==> src/rtl/regs_id_ex_if.sv <==
// Decode-to-execute bundle: freeze/flush controls, decoded inputs, registered outputs.
// The decode/hazard side is the master; the pipeline register is the slave.
interface regs_id_ex_if #(
    parameter int COUNT_W = 16
);
    logic               freeze;
    logic               flush;

    logic [31:0]        pcIn;
    logic [3:0]         aluCmdIn;
    logic               memReadIn;
    logic               memWriteIn;
    logic               wbEnIn;
    logic               branchIn;
    logic               sIn;
    logic [31:0]        valRnIn;
    logic [31:0]        valRmIn;
    logic               immIn;
    logic [11:0]        shiftOperandIn;
    logic [23:0]        imm24In;
    logic [3:0]         destIn;
    logic [3:0]         src1In;
    logic [3:0]         src2In;
    logic               carryIn;

    logic [31:0]        pcOut;
    logic [3:0]         aluCmdOut;
    logic               memReadOut;
    logic               memWriteOut;
    logic               wbEnOut;
    logic               branchOut;
    logic               sOut;
    logic [31:0]        valRnOut;
    logic [31:0]        valRmOut;
    logic               immOut;
    logic [11:0]        shiftOperandOut;
    logic [23:0]        imm24Out;
    logic [3:0]         destOut;
    logic [3:0]         src1Out;
    logic [3:0]         src2Out;
    logic               carryOut;
    logic               validOut;
    logic [COUNT_W-1:0] bubbleCount;

    modport master (
        output freeze, flush,
        output pcIn, aluCmdIn, memReadIn, memWriteIn, wbEnIn, branchIn, sIn,
        output valRnIn, valRmIn, immIn, shiftOperandIn, imm24In,
        output destIn, src1In, src2In, carryIn,
        input  pcOut, aluCmdOut, memReadOut, memWriteOut, wbEnOut, branchOut, sOut,
        input  valRnOut, valRmOut, immOut, shiftOperandOut, imm24Out,
        input  destOut, src1Out, src2Out, carryOut, validOut, bubbleCount
    );

    modport slave (
        input  freeze, flush,
        input  pcIn, aluCmdIn, memReadIn, memWriteIn, wbEnIn, branchIn, sIn,
        input  valRnIn, valRmIn, immIn, shiftOperandIn, imm24In,
        input  destIn, src1In, src2In, carryIn,
        output pcOut, aluCmdOut, memReadOut, memWriteOut, wbEnOut, branchOut, sOut,
        output valRnOut, valRmOut, immOut, shiftOperandOut, imm24Out,
        output destOut, src1Out, src2Out, carryOut, validOut, bubbleCount
    );
endinterface

==> src/rtl/regs_id_ex.sv <==
// ID/EX pipeline register with freeze (hold), flush (bubble insert), valid flag
// and a saturating count of flush-inserted bubbles.
module regs_id_ex #(
    parameter int COUNT_W = 16
) (
    input logic          clk,
    input logic          rst,
    regs_id_ex_if.slave  bus
);

    typedef struct packed {
        logic [31:0] pc;
        logic [3:0]  aluCmd;
        logic        memRead;
        logic        memWrite;
        logic        wbEn;
        logic        branch;
        logic        s;
        logic [31:0] valRn;
        logic [31:0] valRm;
        logic        imm;
        logic [11:0] shiftOperand;
        logic [23:0] imm24;
        logic [3:0]  dest;
        logic [3:0]  src1;
        logic [3:0]  src2;
        logic        carry;
    } entry_t;

    entry_t             entryIn;
    entry_t             entryQ;
    logic               validQ;
    logic [COUNT_W-1:0] countQ;

    assign entryIn = '{
        pc:           bus.pcIn,
        aluCmd:       bus.aluCmdIn,
        memRead:      bus.memReadIn,
        memWrite:     bus.memWriteIn,
        wbEn:         bus.wbEnIn,
        branch:       bus.branchIn,
        s:            bus.sIn,
        valRn:        bus.valRnIn,
        valRm:        bus.valRmIn,
        imm:          bus.immIn,
        shiftOperand: bus.shiftOperandIn,
        imm24:        bus.imm24In,
        dest:         bus.destIn,
        src1:         bus.src1In,
        src2:         bus.src2In,
        carry:        bus.carryIn
    };

    // NOTE: sequential state uses non-blocking assignments so every register
    // samples the pre-edge values regardless of statement order.
    always_ff @(posedge clk or posedge rst) begin
        if (rst) begin
            entryQ <= '0;
            validQ <= 1'b0;
            countQ <= '0;
        end else if (!bus.freeze) begin
            if (bus.flush) begin
                // Datapath is zeroed too, so forwarding never matches stale indices.
                entryQ <= '0;
                validQ <= 1'b0;
                if (countQ != {COUNT_W{1'b1}}) begin
                    countQ <= countQ + COUNT_W'(1);
                end
            end else begin
                entryQ <= entryIn;
                validQ <= 1'b1;
            end
        end
    end

    assign bus.pcOut           = entryQ.pc;
    assign bus.aluCmdOut       = entryQ.aluCmd;
    assign bus.memReadOut      = entryQ.memRead;
    assign bus.memWriteOut     = entryQ.memWrite;
    assign bus.wbEnOut         = entryQ.wbEn;
    assign bus.branchOut       = entryQ.branch;
    assign bus.sOut            = entryQ.s;
    assign bus.valRnOut        = entryQ.valRn;
    assign bus.valRmOut        = entryQ.valRm;
    assign bus.immOut          = entryQ.imm;
    assign bus.shiftOperandOut = entryQ.shiftOperand;
    assign bus.imm24Out        = entryQ.imm24;
    assign bus.destOut         = entryQ.dest;
    assign bus.src1Out         = entryQ.src1;
    assign bus.src2Out         = entryQ.src2;
    assign bus.carryOut        = entryQ.carry;
    assign bus.validOut        = validQ;
    assign bus.bubbleCount     = countQ;

endmodule

==> src/flat_wrapper.sv <==
// flat-port wrapper written by rule: the top's interface ports become plain ports
module regs_id_ex_flat 
#(
    parameter int COUNT_W = 16
)
  (clk, rst, bus_freeze, bus_flush, bus_pcIn, bus_aluCmdIn, bus_memReadIn, bus_memWriteIn, bus_wbEnIn, bus_branchIn, bus_sIn, bus_valRnIn, bus_valRmIn, bus_immIn, bus_shiftOperandIn, bus_imm24In, bus_destIn, bus_src1In, bus_src2In, bus_carryIn, bus_pcOut, bus_aluCmdOut, bus_memReadOut, bus_memWriteOut, bus_wbEnOut, bus_branchOut, bus_sOut, bus_valRnOut, bus_valRmOut, bus_immOut, bus_shiftOperandOut, bus_imm24Out, bus_destOut, bus_src1Out, bus_src2Out, bus_carryOut, bus_validOut, bus_bubbleCount);
  regs_id_ex_if #(.COUNT_W(COUNT_W)) bus_i ();
  input logic clk;
  input logic rst;
  input wire logic [$bits(bus_i.freeze)-1:0] bus_freeze;
  input wire logic [$bits(bus_i.flush)-1:0] bus_flush;
  input wire logic [$bits(bus_i.pcIn)-1:0] bus_pcIn;
  input wire logic [$bits(bus_i.aluCmdIn)-1:0] bus_aluCmdIn;
  input wire logic [$bits(bus_i.memReadIn)-1:0] bus_memReadIn;
  input wire logic [$bits(bus_i.memWriteIn)-1:0] bus_memWriteIn;
  input wire logic [$bits(bus_i.wbEnIn)-1:0] bus_wbEnIn;
  input wire logic [$bits(bus_i.branchIn)-1:0] bus_branchIn;
  input wire logic [$bits(bus_i.sIn)-1:0] bus_sIn;
  input wire logic [$bits(bus_i.valRnIn)-1:0] bus_valRnIn;
  input wire logic [$bits(bus_i.valRmIn)-1:0] bus_valRmIn;
  input wire logic [$bits(bus_i.immIn)-1:0] bus_immIn;
  input wire logic [$bits(bus_i.shiftOperandIn)-1:0] bus_shiftOperandIn;
  input wire logic [$bits(bus_i.imm24In)-1:0] bus_imm24In;
  input wire logic [$bits(bus_i.destIn)-1:0] bus_destIn;
  input wire logic [$bits(bus_i.src1In)-1:0] bus_src1In;
  input wire logic [$bits(bus_i.src2In)-1:0] bus_src2In;
  input wire logic [$bits(bus_i.carryIn)-1:0] bus_carryIn;
  output wire logic [$bits(bus_i.pcOut)-1:0] bus_pcOut;
  output wire logic [$bits(bus_i.aluCmdOut)-1:0] bus_aluCmdOut;
  output wire logic [$bits(bus_i.memReadOut)-1:0] bus_memReadOut;
  output wire logic [$bits(bus_i.memWriteOut)-1:0] bus_memWriteOut;
  output wire logic [$bits(bus_i.wbEnOut)-1:0] bus_wbEnOut;
  output wire logic [$bits(bus_i.branchOut)-1:0] bus_branchOut;
  output wire logic [$bits(bus_i.sOut)-1:0] bus_sOut;
  output wire logic [$bits(bus_i.valRnOut)-1:0] bus_valRnOut;
  output wire logic [$bits(bus_i.valRmOut)-1:0] bus_valRmOut;
  output wire logic [$bits(bus_i.immOut)-1:0] bus_immOut;
  output wire logic [$bits(bus_i.shiftOperandOut)-1:0] bus_shiftOperandOut;
  output wire logic [$bits(bus_i.imm24Out)-1:0] bus_imm24Out;
  output wire logic [$bits(bus_i.destOut)-1:0] bus_destOut;
  output wire logic [$bits(bus_i.src1Out)-1:0] bus_src1Out;
  output wire logic [$bits(bus_i.src2Out)-1:0] bus_src2Out;
  output wire logic [$bits(bus_i.carryOut)-1:0] bus_carryOut;
  output wire logic [$bits(bus_i.validOut)-1:0] bus_validOut;
  output wire logic [$bits(bus_i.bubbleCount)-1:0] bus_bubbleCount;
  assign bus_i.freeze = bus_freeze;
  assign bus_i.flush = bus_flush;
  assign bus_i.pcIn = bus_pcIn;
  assign bus_i.aluCmdIn = bus_aluCmdIn;
  assign bus_i.memReadIn = bus_memReadIn;
  assign bus_i.memWriteIn = bus_memWriteIn;
  assign bus_i.wbEnIn = bus_wbEnIn;
  assign bus_i.branchIn = bus_branchIn;
  assign bus_i.sIn = bus_sIn;
  assign bus_i.valRnIn = bus_valRnIn;
  assign bus_i.valRmIn = bus_valRmIn;
  assign bus_i.immIn = bus_immIn;
  assign bus_i.shiftOperandIn = bus_shiftOperandIn;
  assign bus_i.imm24In = bus_imm24In;
  assign bus_i.destIn = bus_destIn;
  assign bus_i.src1In = bus_src1In;
  assign bus_i.src2In = bus_src2In;
  assign bus_i.carryIn = bus_carryIn;
  assign bus_pcOut = bus_i.pcOut;
  assign bus_aluCmdOut = bus_i.aluCmdOut;
  assign bus_memReadOut = bus_i.memReadOut;
  assign bus_memWriteOut = bus_i.memWriteOut;
  assign bus_wbEnOut = bus_i.wbEnOut;
  assign bus_branchOut = bus_i.branchOut;
  assign bus_sOut = bus_i.sOut;
  assign bus_valRnOut = bus_i.valRnOut;
  assign bus_valRmOut = bus_i.valRmOut;
  assign bus_immOut = bus_i.immOut;
  assign bus_shiftOperandOut = bus_i.shiftOperandOut;
  assign bus_imm24Out = bus_i.imm24Out;
  assign bus_destOut = bus_i.destOut;
  assign bus_src1Out = bus_i.src1Out;
  assign bus_src2Out = bus_i.src2Out;
  assign bus_carryOut = bus_i.carryOut;
  assign bus_validOut = bus_i.validOut;
  assign bus_bubbleCount = bus_i.bubbleCount;
  regs_id_ex #(.COUNT_W(COUNT_W)) u_core (.clk(clk), .rst(rst), .bus(bus_i));
endmodule
==> config.mk <==
export PLATFORM = sky130hd
export DESIGN_NAME = regs_id_ex_flat
export DESIGN_NICKNAME = d
export VERILOG_FILES = /design/src/rtl/regs_id_ex_if.sv /design/src/rtl/regs_id_ex.sv /design/src/flat_wrapper.sv
export SDC_FILE = /design/constraint.sdc
export NUM_CORES = 1
export LEC_CHECK = 0
export ABC_AREA = 1
export CAP_MARGIN = 40
export CORE_MARGIN = 5
export CORE_UTILIZATION = 39
export CTS_BUF_LIST = sky130_fd_sc_hd__clkbuf_8
export CTS_CLUSTER_SIZE = 14
export DETAILED_ROUTE_END_ITERATION = 10
export PLACE_DENSITY = 0.86
export SYNTH_ARGS = -nofsm -noshare
export SYNTH_HDL_FRONTEND = slang
export SYNTH_SLANG_ARGS = --single-unit
==> constraint.sdc <==
create_clock -name clk -period 6.5 [get_ports clk]
set_clock_uncertainty 0.1 [all_clocks]
set_input_delay 1.625 -clock clk [delete_from_list [all_inputs] [get_ports clk]]
set_output_delay 1.625 -clock clk [all_outputs]
set_load 0.01 [all_outputs]
# == After elaboration in Yosys (flattened, before gate mapping) ==
# Index checks and enable logic that the tools add are counted.
# word_totals
n_memories,0
latchBits,0
romBits,0
mem_bits_rw,0
wordCells,24
register_bits,172
in_bits,159
# classes
eq_ne,1
shifts,0
add_sub_neg,1
order_cmp,0
n_mul,0
bitwise,1
mux,2
n_reduce_logical,1
div_mod_pow,0
# op_table
op,n
155-bit 2-to-1 mux,1
16-bit by 1-bit adder with 16-bit output (second input constant),1
16-bit != test (second input constant),1
3-bit AND reduction,1
1-bit 2-to-1 mux,1
1-bit inverter,1

# == Depth between registers and ports, before layout ==
# Gate-level depths: netlist of the first run.
# logic_depth
ltp_word,2
depth_mapped,8

# == Worst setup path before layout of the first run ==
# OpenSTA, ideal clock, no wires.
# synth_timing
path_type,input to register
startpoint,in bus_freeze
endpoint,"reg u_core.countQ[15], in the netlist u_core.bus.bubbleCount[15]"
slack_ns,3.981
path_buffers,0
cell_stages,8
t_required_ns,6.283
arrival_time_ns,2.302
setup_ns,0.117
cell_sequence,inv_2 -> nand2_1 -> nor2_1 -> nand2_1 -> nor2_1 -> nand2_1 -> nand2_1 -> nand2_1
# synth_between
elab_chain_len,2
# synth_rtl
item,line,rtl
from (decl),flat_wrapper.sv:10,input wire logic [$bits(bus_i.freeze)-1:0] bus_freeze;
1-bit inverter (no source line),-,
3-bit AND reduction (no source line),-,
to (signal assigned),regs_id_ex.sv:67,countQ <= countQ + COUNT_W'(1);
to (decl),regs_id_ex.sv:33,logic [COUNT_W-1:0] countQ;
# No other way between the ends.
# A chain may end at the register's enable or synchronous reset.

# == Worst setup path in the final report of the first run ==
# layout_timing
startpoint,in bus_flush
endpoint,reg u_core.entryQ (netlist bit u_core.bus.aluCmdOut[3])
# layout_between
elab_chain_len,1
# layout_rtl
item,line,rtl
from (decl),flat_wrapper.sv:11,input wire logic [$bits(bus_i.flush)-1:0] bus_flush;
155-bit 2-to-1 mux,regs_id_ex.sv:62,if (bus.flush) begin
to (signal assigned),regs_id_ex.sv:70,entryQ <= entryIn;
to (decl),regs_id_ex.sv:31,entry_t entryQ;
# No other way between the ends.

==> results of run 1 <==
[layout by cell type, fill, tap and decap left out]
master,instances
sky130_fd_sc_hd__nand2_1,384
sky130_fd_sc_hd__clkdlybuf4s50_1,329
sky130_fd_sc_hd__dfrtp_1,172
sky130_fd_sc_hd__nand3_1,167
sky130_fd_sc_hd__clkbuf_8,19
sky130_fd_sc_hd__nor2_1,17
sky130_fd_sc_hd__inv_1,15
sky130_fd_sc_hd__buf_4,6
sky130_fd_sc_hd__inv_6,5
sky130_fd_sc_hd__clkinv_4,5
sky130_fd_sc_hd__nand4_1,4
sky130_fd_sc_hd__nor2_2,3
sky130_fd_sc_hd__xor2_1,3
sky130_fd_sc_hd__buf_16,3
sky130_fd_sc_hd__inv_4,2
sky130_fd_sc_hd__nand2_2,2
sky130_fd_sc_hd__inv_2,2
sky130_fd_sc_hd__clkinv_2,2
sky130_fd_sc_hd__nor2_4,1
sky130_fd_sc_hd__nor2_8,1
sky130_fd_sc_hd__nand2_4,1
sky130_fd_sc_hd__o21ai_4,1
sky130_fd_sc_hd__nand4_4,1
sky130_fd_sc_hd__xnor2_1,1
sky130_fd_sc_hd__nand3b_1,1
sky130_fd_sc_hd__ha_1,1
sky130_fd_sc_hd__inv_8,1
sky130_fd_sc_hd__clkinvlp_4,1
[final timing paths]
| check | start | end | slack, ns |
|---|---|---|---|
| worst min register to register | u_core.bus.valRmOut[29] | u_core.bus.valRmOut[29] | 0.38 |
| worst min-delay path | u_core.bus.valRmOut[29] | u_core.bus.valRmOut[29] | 0.38 |
| worst max register to register | u_core.bus.bubbleCount[0] | u_core.bus.bubbleCount[0] | 4.81 |
| worst max-delay path | bus_flush | u_core.bus.aluCmdOut[3] | 3.14 |
| min in group asynchronous | rst | u_core.bus.pcOut[24] | 1.58 |
| max in group asynchronous | rst | u_core.bus.pcOut[28] | 3.57 |
[worst min-delay path, delay by kind of cell, from the launching register on]
kind,cells,cell delay [ns]
DFF,1,0.35
and+or+nand+nor,2,0.10
[flip-flops by register name, indices dropped and copies added, names as in the netlist, 4 cells and up]
name and flops:
u_core.bus.src1Out 4, u_core.bus.valRnOut 32, u_core.bus.destOut 4, u_core.bus.valRmOut 32, u_core.bus.shiftOperandOut 12, u_core.bus.imm24Out 24, u_core.bus.pcOut 32, u_core.bus.src2Out 4
u_core.bus.bubbleCount 16, u_core.bus.aluCmdOut 4
[through the flow]
stage               total power [mW]  utilization, %  hold WS (ns)  setup WS (ns)  instance area, um2
floorplan                       1.42               -         0.411          0.115                7110
global placement                1.74            58.7         0.361           2.52               10500
detailed placement              1.75            59.2         0.364           2.73               10600
CTS                             2.47            61.2         0.389           3.20               11000
global route                    2.56            61.2         0.403           3.00               11000
finish                          2.44            61.2         0.384           3.14               11000
[logic make-up after synthesis]
family | synth area share, %
and+or+nand+nor | 34.7
DFF | 60.6
buffers and inverters | 3.82
xor gates and xnor gates | 0.493
AOI/OAI and AO/OA | 0.229
adders and majority gates | 0.176
[power by group through the flow]
stage	Sequential [mW]	Clock (mW)	Combinational [mW]
after global placement	1.23	0	0.502
final	1.22	0.711	0.511
after floorplan	1.27	0	0.148
after global routing	1.23	0.777	0.554
after detailed placement	1.23	0	0.517
after CTS	1.22	0.733	0.518
[cells in the mapped netlist, drive strengths merged]
cell    number
nand3      167
xnor2        1
nand2      387
xor2         3
ha           1
o21ai        1
dfrtp      172
buf         17
clkbuf      34
nand4        5
nor2        22
nand3b       1
inv         20
[cell type report]
type | count | area, um2 | area share (%)
well taps | 229 | 287 | 2.61
clock inverters | 13 | 108 | 0.978
multi-input cells | 588 | 2530 | 23.0
inverters | 20 | 85.1 | 0.774
repair buffers | 338 | 3420 | 31.1
clock buffers | 19 | 262 | 2.38
flip-flops and latches | 172 | 4300 | 39.1
[layer usage]
layer | track usage, % | vias to the layer above | wire length (um)
met1 | 25.9 | 3160 | 8650
met4 | 6.97 | 0 | 585
li1 | - | 3245 | -
met3 | 8.14 | 41 | 2370
met2 | 33.3 | 320 | 10600
met5 | 0 | - | 0
==> reports/results.txt, run 1 <==
The kind of cell adding the most delay to the critical path was buffers and inverters. The worst setup path category was input port to flip-flop. 0 antenna diodes ended up in the layout.

During placement, the flow inserted port buffers numbering 330. After clock tree synthesis, the clock-pin slew on the worst setup and hold paths is 0.09 ns. The sink count of the clock tree is 172. By area the synthesized netlist is led by sky130_fd_sc_hd__dfrtp_1 61%, sky130_fd_sc_hd__nand2_1 20%, sky130_fd_sc_hd__nand3_1 12%. The share of the clock period used by the worst path was 51.7%; the average via count per standard cell was 4.91. Of the total power, combinational logic draws 21.0%.

After synthesis the netlist holds a flip-flop and latch count of 172. The flow ran to the end, and the final reports show no timing, DRC or antenna violations. The worst setup path is captured at a flip-flop. The run gives 6865 as the via count of the first global-routing pass. The worst reg2reg path depth is 8, and the instance count along the most critical hold path is 2.

Setup violations remaining at the end of the flow were counted as 0. The clock tree synthesis step divided the H-tree into 4 levels. For this design the static power due to leakage is 5.38 nW.

Global routing used 20.8% of the available tracks across all layers. After floorplanning, the core was divided into 49 placement rows. 331 I/O pins were placed. Once layout is complete, the cells apart from fillers number 1379.

Summing the sequential cell areas from Yosys gives 60.6% of the chip area. Data arrives at the worst endpoint at 3.65 ns. In this design, the stage delay of the slowest critical-path cell is 0.50 ns. The run gives 1347 as the instance count after placement with tap cells included. For the pin with the worst max-slew slack, the measured transition is 0.718 ns. sky130_fd_sc_hd__dfrtp_1 takes more of the synthesized area than any other cell.

Setup repair after global routing left no endpoint under its margin. After clock tree synthesis, the setup repair step added 0 buffers. The tightest min-delay check is of the flip-flop to flip-flop type. The number of nets in the layout came out at 1297.

The final count of hold timing violations is 0. The number of buffers added to fix hold violations after cts is 0. Synthesis produced a netlist whose cell count is 831. The latest clock arrival within the worst-skew pair was 0.44 ns; the switching part of the total power was 29.1%. The post-detailed-route count of antenna-violating nets was 0; the number of buffers created by CTS was 17.

For the final routed database, the setup TNS stands at 0 ns. STA classifies the critical path startpoint as an input port. The peak fanout along the critical path came out at 65. After filler insertion, the fill cell instance count of the layout stands at 1482. The tools report the final routed wirelength across all metal layers as 22200 um.

The Yosys step of the flow raised 0 warnings. The first detailed-routing pass ran for 5 iterations. The run gives 991 as the synthesized netlist net count.

For this design the ratio of total power to cell area is 222 nW/um2. The final critical path time including I/O delays and setup came out at 3.36 ns. The run gives 52.1% as the worst slew slack as a fraction of its limit. At the end of routability-driven placement, the weighted congestion stood at 0.826. The run gives 36200 um as the wire length of the first global-routing pass. For this run, the top clock speed supported by timing is 297 MHz. The signal on the critical path passes through clkdlybuf4s50_1 > inv_4 > buf_16 > buf_4 > nand3_1 > nand2_1. Per report_power, the sequential group accounts for 49.9% of the total. The run gives 18000 um2 as the core area. The share of synthesized area in the top cell type comes to 60.6%. The tool flagged a number of max-cap violations equal to 0.

Summed over all nets, the half-perimeter wirelength after detailed placement is 15800 um. The total net switching power is 709 uW. The tree is rooted in a sky130_fd_sc_hd__clkbuf_8. At the worst endpoint, the required time is 6.78 ns. The buffering stage count on the worst path with inverters included was 4; the layout-stage area growth over the synthesis result was 54.7%. The clock network fraction of design power is 29.2%.

For this block, the initial DRC count from the detailed router was 390. The critical path runs through a total of 6 cells. After detailed routing, the average wire length per cell comes to 16.1 um. The mean post-synth cell area works out to 8.55 um2. The run gives 0 as the number of max-slew violations in the final report. The die covers 21000 um2. For the effective utilization at floorplan, the log shows 39.6%.

Global routing finished with a remaining overflow of 0. For the count of cell types in the netlist, the log shows 21. IR analysis of the VDD net gives a maximum drop of 0.123 mV. Measured along the y axis, the die boundary spans 145 um. Gates resized during post-CTS repair numbered 0. The clock passes through at most 2 buffers. TritonCTS built the clock tree. The post-route netlist has 4.87% of its cells at a drive strength greater than 1. The initial antenna violation count is 0, and the remaining design rule violation count is 0.

For this design, the slowest cell found on the critical path is sky130_fd_sc_hd__clkdlybuf4s50_1. The maximum number of pins on one net before global-route repair is 93, and the width of the die is 145 um. Via count: 6766. Internal power comes to 1.73 mW. After synthesis the cells add up to 7110 um2.
No activity file was read; power rests on OpenSTA's default activity.
==> run 2: changes to the inputs <==
CORE_UTILIZATION = 43   (was 39)
PLACE_DENSITY = 0.89   (was 0.86)
clock period = 3.3 ns   (was 6.5 ns; I/O delays follow)
==> reports/results.txt, run 2 (synthesized netlist as in run 1, its figures left out) <==
The HPWL reported at the end of detailed placement was 15600 um (-1.2%); the via count of the first global-routing pass was 6767 (-1.4%). The core area was 16400 um2 (-8.7%). The remaining design rule violation count was 0 (unchanged). Of the available clock period, the critical path in the final layout requires 74.2%. The tools report the root buffer cell as sky130_fd_sc_hd__clkbuf_8.

The met2 layer usage reported by global route is 37.2% (+3.9 points). For the maximum root-to-sink buffer count, the log shows 2 (unchanged). The layer with the highest usage after global routing was met2. The summed negative setup slack over all endpoints is 0 ns (unchanged), and the die boundary height is 139 um (-4.4%). The tools report the number of buffers added to fix hold violations after cts as 0 (unchanged).

Post-detailed-route count of antenna-violating nets: 0 (unchanged). Maximum number of pins on one net before global-route repair: 156 (+68%). The number of non-filler instances in the completed layout came out at 1372 (-0.51%). The library cell used most frequently in the layout, excluding fill and tap cells, is sky130_fd_sc_hd__nand2_1. The detailed-routing iteration count for the pre-antenna-repair pass came out at 5 (unchanged). Among cell families on the critical path, the largest total delay comes from buffers and inverters. The worst slew slack as a fraction of its limit came out at 47.7% (-4.4 points). The core occupancy in the finished layout is 67.1% (+5.9 points).

From synthesis to final layout, the design area changed by 54.9%. The first-iteration detailed-routing DRC count is 469 (+20%), and the final critical path time including I/O delays and setup is 2.45 ns. Number of nets in the layout: 1298 (+0.077%). The instance count after placement with tap cells included is 1339 (-0.59%). The clock edge transition at the registers on the reported setup and hold paths came out at 0.09 ns (about the same). The sink count of the clock tree is 172 (unchanged), and the highest clock frequency the design can meet is 408 MHz. Total grt overflow: 0 (unchanged). The library cells used most frequently in the layout, excluding fill and tap cells, are 384 x sky130_fd_sc_hd__nand2_1, 329 x sky130_fd_sc_hd__clkdlybuf4s50_1, 172 x sky130_fd_sc_hd__dfrtp_1, 167 x sky130_fd_sc_hd__nand3_1. The worst setup path is launched from a flip-flop.

The ratio of total power to cell area works out to 435 nW/um2 (+96%). The run gives 0.851 ns (-2.29 ns) as the worst-case setup margin in the final layout. TritonCTS built the clock tree. The final routed wirelength across all metal layers is 22000 um (-0.82%).

The tools report the post-CTS setup buffer count as 0 (unchanged). The critical path is of the flip-flop to primary output type. The width of the die was 139 um (-4.4%); the critical path data arrival time was 1.52 ns (-2.13 ns). The run gives 1 (+1) as the initial antenna violation count.

Depth of the CTS H-tree: 4 (unchanged). The measured slew at the worst slew-check pin was 0.784 ns (+0.0663 ns); the number of max-slew violations in the final report was 0 (unchanged). The number of buffers created by CTS was 17 (unchanged). The run gives 28.0% (+2.1 points) as the met1 routing resource usage after global routing. For the via count, the log shows 6830 (+0.95%). The run gives 1239 (-16%) as the fill cell total of the finished layout.

The logs give 2.37 ns (-4.41 ns) for the worst endpoint required time and 19200 um2 (-8.7%) for the area of the die. The latest clock arrival within the worst-skew pair is 0.45 ns (about the same), and the share of post-route cells with drive strength above 1 is 4.78% (-0.091 points). The boundary pin count was 331 (unchanged). The run gives 22.9% (+2.1 points) as the total global routing track utilization. The average via count per standard cell was 4.98 (+1.5%); the buffering stage count on the worst path with inverters included was 1 (-3).

Setup repair after global routing left no endpoint under its margin. The effective utilization at floorplan is 43.3% (+3.8 points), and the peak per-stage delay on the critical path is 0.60 ns (+0.10 ns). For the total setup violations reported at the end of the flow, the log shows 0 (unchanged). The peak fanout along the critical path was 7 (-89%); the met3 track utilization from global routing was 8.52% (+0.38 points). The run finished with clean final reports. The number of port buffers came out at 330 (unchanged). The logs give 4.78 mW (+96%) for the total power of the final layout and 0.850 (+2.9%) for the global placer's final weighted congestion.

The run gives 47 (-4.1%) as the row count. The kind of path behind the tightest hold check was flip-flop to flip-flop. The worst setup path is captured at a primary output. The slowest stage of the critical path belongs to the cell sky130_fd_sc_hd__clkdlybuf4s50_1.

The run gives 0 (unchanged) as the final count of hold timing violations. The critical path goes through clkdlybuf4s50_1. For the post-cts gate resize count, the log shows 0 (unchanged). The routed wire length per instance was 16.0 um (-0.31%); the worst setup timing slack at the placement stage was 0.810 ns (-1.92 ns). For the reported max-cap violation count, the log shows 0 (unchanged). For the maximum vdd ir drop, the log shows 0.228 mV (+86%). The leakage power is 5.38 nW (about the same). For the wire length of the first global-routing pass, the log shows 35600 um (-1.9%).
run 2: cell count changes in the layout (fill, tap and decap cells not counted), sizes merged:
cell	delta
diode	+1
clkinvlp	+3
buf	+1
clkinv	-2
bufinv	+1
clkbuf	-2
run 2: power breakdown:
group | switching (mW) | internal, mW | leakage (nW)
Combinational | 0.455 | 0.558 | 2.95
Clock | 0.781 | 0.595 | 0.185
Sequential | 0.122 | 2.27 | 2.25
run 2: area by class of cell:
| class | instances | area, um2 | share of cell area [%] |
|---|---|---|---|
| sequential | 172 | 4300 | 39.1 |
| timing repair buffer | 339 | 3460 | 31.4 |
| multi-input combinational | 588 | 2530 | 23.0 |
| tap | 220 | 275 | 2.50 |
| clock buffer | 17 | 234 | 2.12 |
| clock inverter | 15 | 124 | 1.12 |
| inverter | 20 | 83.8 | 0.761 |
| antenna | 1 | 2.50 | 0.0227 |
run 2: final timing paths:
path                                      startpoint                        end  slack, ns  cells past startpoint
setup / recovery           u_core.bus.bubbleCount[2]         bus_bubbleCount[2]       0.85                      1
hold / removal                u_core.bus.valRmOut[5]     u_core.bus.valRmOut[5]       0.38                      2
setup reg to reg           u_core.bus.bubbleCount[0]  u_core.bus.bubbleCount[6]       1.55                      8
hold reg to reg               u_core.bus.valRmOut[5]     u_core.bus.valRmOut[5]       0.38                      2
max in group asynchronous                        rst    u_core.bus.aluCmdOut[2]       1.85                      3
min in group asynchronous                        rst     u_core.bus.imm24Out[4]       0.75                      3
run 2: per-layer routing:
layer  part of all wire [%]  up-vias
met3                    9.2       47
met1                     40     3221
met4                    2.9        0
met5                      0        -
li1                       -     3247
met2                     48      315
run 2: stage by stage:
stage	cell area, um2	hold WS, ns
finish	11000	0.382
floorplan	7110	0.411
CTS	11000	0.386
global route	11000	0.396
global placement	10700	0.360
detailed placement	10700	0.364
